**src/rtl/mul_sched_pkg.sv**
```systemverilog
// Shared types and constants for the round-robin multiplier scheduler.
package mul_sched_pkg;
  localparam int NREQ = 4;
  localparam int IDW  = 2;
  localparam int OPW  = 8;

  typedef enum logic [1:0] {
    IDLE = 2'd0,
    CALC = 2'd1,
    RESP = 2'd2
  } state_t;
endpackage

```
**src/rtl/rr_pick4.sv**
```systemverilog
// Combinational 4-way round-robin picker: first asserted request at or after ptr, wrapping 3->0.
module rr_pick4 (
  input  logic [3:0] req,
  input  logic [1:0] ptr,
  output logic       gnt_vld,
  output logic [1:0] gnt_id
);
  logic [1:0] idx;

  always_comb begin
    gnt_vld = |req;
    gnt_id  = 2'd0;
    idx     = 2'd0;
    // Scan farthest-first so the candidate closest to ptr overwrites the others.
    for (int k = 3; k >= 0; k--) begin
      idx = ptr + 2'(k);
      if (req[idx]) gnt_id = idx;
    end
  end
endmodule

```
**src/rtl/top_8x8.sv**
```systemverilog
// Unsigned 8x8 array multiplier with carry-out of the 17-bit sum.
module top_8x8 (
  input  logic [7:0]  a,
  input  logic [7:0]  b,
  output logic [15:0] prod,
  output logic        cout
);
  logic [16:0] full;

  assign full = 17'(a) * 17'(b);
  assign prod = full[15:0];
  assign cout = full[16];
endmodule

```
**src/rtl/mul_sched_8x8.sv**
```systemverilog
// Four requesters share one 8x8 multiplier; round-robin grant, one op in flight, held response.
module mul_sched_8x8
  import mul_sched_pkg::state_t, mul_sched_pkg::IDLE, mul_sched_pkg::CALC,
         mul_sched_pkg::RESP, mul_sched_pkg::OPW;
#(
  parameter int NREQ = 4,
  parameter int IDW  = 2
) (
  input  logic                clk,
  input  logic                rst_n,
  input  logic [NREQ-1:0]     req_valid,
  output logic [NREQ-1:0]     req_ready,
  input  logic [8*NREQ-1:0]   req_a,
  input  logic [8*NREQ-1:0]   req_b,
  output logic                rsp_valid,
  input  logic                rsp_ready,
  output logic [15:0]         rsp_prod,
  output logic                rsp_cout,
  output logic [IDW-1:0]      rsp_id,
  output logic                busy,
  output logic [15:0]         op_count
);
  state_t             state_reg, state_next;
  logic [IDW-1:0]     rr_ptr_reg;
  logic [IDW-1:0]     id_reg;
  logic [OPW-1:0]     a_reg, b_reg;
  logic [15:0]        prod_reg;
  logic               cout_reg;
  logic [15:0]        op_count_reg;

  logic [OPW-1:0]     a_slice [NREQ];
  logic [OPW-1:0]     b_slice [NREQ];
  logic               gnt_vld;
  logic [IDW-1:0]     gnt_id;
  logic               grant;
  logic [15:0]        mul_prod;
  logic               mul_cout;

  for (genvar gi = 0; gi < NREQ; gi++) begin : g_slice
    assign a_slice[gi] = req_a[8*gi +: 8];
    assign b_slice[gi] = req_b[8*gi +: 8];
  end

  rr_pick4 u_pick (
    .req     (req_valid),
    .ptr     (rr_ptr_reg),
    .gnt_vld (gnt_vld),
    .gnt_id  (gnt_id)
  );

  top_8x8 u_mul (
    .a    (a_reg),
    .b    (b_reg),
    .prod (mul_prod),
    .cout (mul_cout)
  );

  // Grant is gated by rst_n so req_ready reads 0 while reset is held.
  always_comb begin
    state_next = state_reg;
    req_ready  = '0;
    grant      = 1'b0;
    case (state_reg)
      IDLE: begin
        if (gnt_vld && rst_n) begin
          req_ready[gnt_id] = 1'b1;
          grant             = 1'b1;
          state_next        = CALC;
        end
      end
      CALC:    state_next = RESP;
      RESP:    if (rsp_ready) state_next = IDLE;
      default: state_next = IDLE;
    endcase
  end

  always_ff @(posedge clk or negedge rst_n) begin
    if (!rst_n) begin
      state_reg    <= IDLE;
      rr_ptr_reg   <= '0;
      id_reg       <= '0;
      a_reg        <= '0;
      b_reg        <= '0;
      prod_reg     <= '0;
      cout_reg     <= 1'b0;
      op_count_reg <= '0;
    end else begin
      state_reg <= state_next;
      if (grant) begin
        a_reg      <= a_slice[gnt_id];
        b_reg      <= b_slice[gnt_id];
        id_reg     <= gnt_id;
        rr_ptr_reg <= gnt_id + 1'b1;
      end
      if (state_reg == CALC) begin
        prod_reg <= mul_prod;
        cout_reg <= mul_cout;
      end
      if (state_reg == RESP && rsp_ready) op_count_reg <= op_count_reg + 16'd1;
    end
  end

  assign rsp_valid = (state_reg == RESP);
  assign busy      = (state_reg != IDLE);
  assign rsp_prod  = prod_reg;
  assign rsp_cout  = cout_reg;
  assign rsp_id    = id_reg;
  assign op_count  = op_count_reg;
endmodule
```
**config.mk**
```make
export PLATFORM = sky130hd
export DESIGN_NAME = mul_sched_8x8
export DESIGN_NICKNAME = d
export VERILOG_FILES = /design/src/rtl/mul_sched_pkg.sv /design/src/rtl/rr_pick4.sv /design/src/rtl/top_8x8.sv /design/src/rtl/mul_sched_8x8.sv
export SDC_FILE = /design/constraint.sdc
export NUM_CORES = 1
export LEC_CHECK = 0
export BUFFER_PORTS_ARGS = -buffer_cell sky130_fd_sc_hd__buf_2
export CORE_MARGIN = 2
export CORE_UTILIZATION = 35
export DETAILED_ROUTE_END_ITERATION = 16
export PLACE_DENSITY = 0.58
export SLEW_MARGIN = 20
export SYNTH_ARGS = -nofsm -noshare
export SYNTH_HDL_FRONTEND = slang
export SYNTH_HIERARCHICAL = 1
export SYNTH_SLANG_ARGS = --single-unit
```
**constraint.sdc**
```tcl
create_clock -name clk -period 5.06 [get_ports clk]
set_input_delay 1.012 -clock clk [delete_from_list [all_inputs] [get_ports clk]]
set_output_delay 1.012 -clock clk [all_outputs]
set_load 0.02 [all_outputs]
```
==> run summary <==
Compared with the post-synthesis result, the final layout area differs by 18.4%. The number of antenna diodes in the final layout is 0. The delay of the slowest critical-path stage was 0.54 ns; the count of cells resized by post-cts repair was 0.

The tools report the number of failing hold endpoints at the final stage as 0. After synthesis, the cell types taking the most area are sky130_fd_sc_hd__dfrtp_1 (28%), sky130_fd_sc_hd__fa_1 (15%), sky130_fd_sc_hd__ha_1 (10%). The floorplan step set the die height to 122 um. Of all cell types, the one taking the most synthesized area is sky130_fd_sc_hd__dfrtp_1.

The combined global-route utilization of all metal layers is 0.139. For the pin with the worst max-slew slack, the measured transition is 0.860 ns. The logs give 2 for the deepest clock path buffer count and 0.00138 mm^2 for the area of all sequential standard cells.

The post-synthesis area per instance is 11.3 um^2. The count of buffers added on input and output ports is 111. Element type at the critical path end: a flip-flop. The tools report the area of the multi-input gates as 0.00326 mm^2. The gate count after technology mapping is 433. The tools report the max-capacitance violation count as 0. In this run, the number of DRC markers left after iteration 0 of detailed routing was 120.

Detailed placement finished with a half-perimeter wire length of 8.37 mm. At the later pin of the worst-skew pair, clock insertion delay measures 0.30 ns. Maximum clock frequency: 0.226 GHz. At the worst endpoint, the required time is 5.25 ns. The final cycle utilization of the critical path is 0.873.

Setup repair after global routing left no endpoint under its margin. The number of H-tree levels is 2, and the wire length per cell after detailed routing is 14.1 um. The proportion of synthesized flip-flops having asynchronous set or reset works out to 1.00.

Yosys mapped a number of flops with a built-in enable equal to 0. Setup violations remaining at the end of the flow were counted as 0. The arrival time reported for the critical path endpoint came out at 4.61 ns. The initial antenna violation count was 0; the boundary pin count was 112. Cell family with the largest share of critical-path delay: adder cells. The tools report the number of global-route vias before repair as 3433. In the routed design, unresolved DRC markers number 0. Together, buffers and inverters on the worst path number 4. The floorplan has 43 rows. The tree is rooted in a sky130_fd_sc_hd__clkbuf_16. The horizontal extent of the die was 122 um; the final weighted congestion in routability-driven placement was 0.841. The worst setup path is launched from a flip-flop.

The setup slack of the worst register-to-register path came out at 0.64 ns. The tools report the layout filler cell count as 1402. The part of the Yosys area used for sequential elements is 0.280, and the synthesized area is 0.00491 mm^2. The accumulated negative setup slack is 0 ns. The kind of critical path is reg2reg. The top cell type's share of synthesized area came out at 0.280.

The flip-flop and latch count after synthesis came out at 55. The logs give 0 for the number of pins with negative max-slew slack in the final report and 0 for the post-CTS setup repair buffer count. Along the worst path, the maximum fanout reaches 9. The first-pass detailed-route iteration total was 4. Count of hold-fix buffers inserted at cts: 0. Summing over every cut layer, the via total after detailed routing is 3466.

In the layout the commonest cells are sky130_fd_sc_hd__buf_2 (111), sky130_fd_sc_hd__dfrtp_1 (55), sky130_fd_sc_hd__inv_1 (54). Counting every sink on the clock net gives 55. Synthesis instantiated 48 different standard cells from the library.

The number of warnings issued by yosys is 6, and the total nets after synthesis is 581. The flow ran to the end, and the final reports show no timing, DRC or antenna violations. End-of-flow core utilization: 0.422. The shortest period the worst path allows came out at 4.42 ns.

The die covers 0.0150 mm^2. Kind of path behind the tightest hold check: reg2reg. The wire length reported by the detailed router came out at 10.3 mm. On the critical path, the stage with the largest delay is an instance of sky130_fd_sc_hd__fa_1. The initial core utilization is 0.356, and the global route total overflow is 0. In the routed layout, each cell is associated on average with a via count of 4.77. The tools report the floorplan core area as 0.0138 mm^2.

Setup skew after layout: 0.00831 ns. Among all flip-flop cells after synthesis, the most frequent one is sky130_fd_sc_hd__dfrtp_1. The first-pass GRT wire length is 16.5 mm. The library cell used most frequently in the layout, excluding fill and tap cells, is sky130_fd_sc_hd__buf_2. The headroom to the max-slew limit came out at 0.427.

TritonCTS built the clock tree. The clock slew seen by the registers of the worst setup and hold paths works out to 0.08 ns. The critical path goes through and2_1 -> fa_1 -> inv_1 -> fa_1 -> inv_1 -> fa_1 -> inv_1 -> fa_1 -> inv_1 -> ha_1 -> a21o_1 -> a21oi_2 -> nand2_1 -> a31oi_1 -> xnor2_1 -> mux2_2.

Entering global routing, the biggest net connects 56 pins. TritonCTS buffer count: 5. The final layout net count is 693, and the count of antenna-violating nets left after detailed routing is 0. The layout cell share with drive strength beyond 1 works out to 0.330.
## metal layers
layer	up-vias	part of all wire	global-route usage
met5	-	0	0
met4	0	0.012	0.0409
met3	8	0.030	0.0218
met2	58	0.52	0.240
met1	1724	0.44	0.180
li1	1676	-	-
## path summary, 6_finish.rpt
kind | endpoint | depth (start not counted) | start
max | rsp_prod[11] | 16 | a_reg[3]
min | op_count[15] | 1 | op_count[15]
max reg2reg | rsp_prod[11] | 16 | a_reg[3]
min reg2reg | op_count[15] | 1 | op_count[15]
max in group asynchronous | b_reg[5] | 2 | rst_n
min in group asynchronous | op_count[5] | 2 | rst_n
## worst reg2reg max path: cells and delay by family (launching register included)
family / cells / cell delay (ns)
buffers and inverters: 4 / 0.21
XOR/XNOR: 1 / 0.08
adder cells (fa/ha/maj): 5 / 2.45
AO/OA/AOI/OAI: 3 / 0.57
flip-flops: 1 / 0.46
AND/OR/NAND/NOR: 2 / 0.31
multiplexers: 1 / 0.26
## cell usage after synthesis (all sizes together) (2+ instances only)
master  count
dfrtp      55
inv        54
and2       53
ha         41
mux2       38
fa         36
nand2      28
xnor2      17
mux4       16
nor2       13
buf        10
xor2        9
a21oi       7
and3        6
nand3       6
nand4       4
nor2b       4
o21a        4
o21ai       4
a211o       3
a211oi      3
nand2b      3
nor3        3
a21o        2
and4        2
nor3b       2
## cell type report
type                            instances  area share
Sequential cell                        55       0.237
Clock inverter                          3     0.00582
Multi-Input combinational cell        314       0.561
Inverter                               54      0.0349
Timing Repair Buffer                  115       0.101
Clock buffer                            5      0.0215
Tap cell                              180      0.0388
## logic make-up (layout without fill, tap and decap cells)
kind of cell               Yosys count  in the layout  synth area share
and+or+nand+nor                    127            127             0.144
adders and majority gates           77             77             0.251
buffers and inverters               64            177            0.0569
muxes                               55             55             0.175
DFF                                 55             55             0.280
AOI/OAI and AO/OA                   28             28            0.0449
xor gates and xnor gates            26             26            0.0464
other                                1              1          0.000764
## stage by stage
step           instances  setup slack, ns  cell area [um^2]  hold slack (ns)
3_5_place_dp         718            0.628              5650            0.465
3_3_place_gp         718            0.688              5650            0.453
5_1_grt              726            0.417              5810            0.514
4_1_cts              726            0.623              5810            0.481
2_1_floorplan        433            0.871              4910            0.541
6_report             726            0.640              5810            0.474
Power is left out: the tool's default activity adds up to more than one toggle a clock period on the data nets, which glitch-free logic cannot reach.
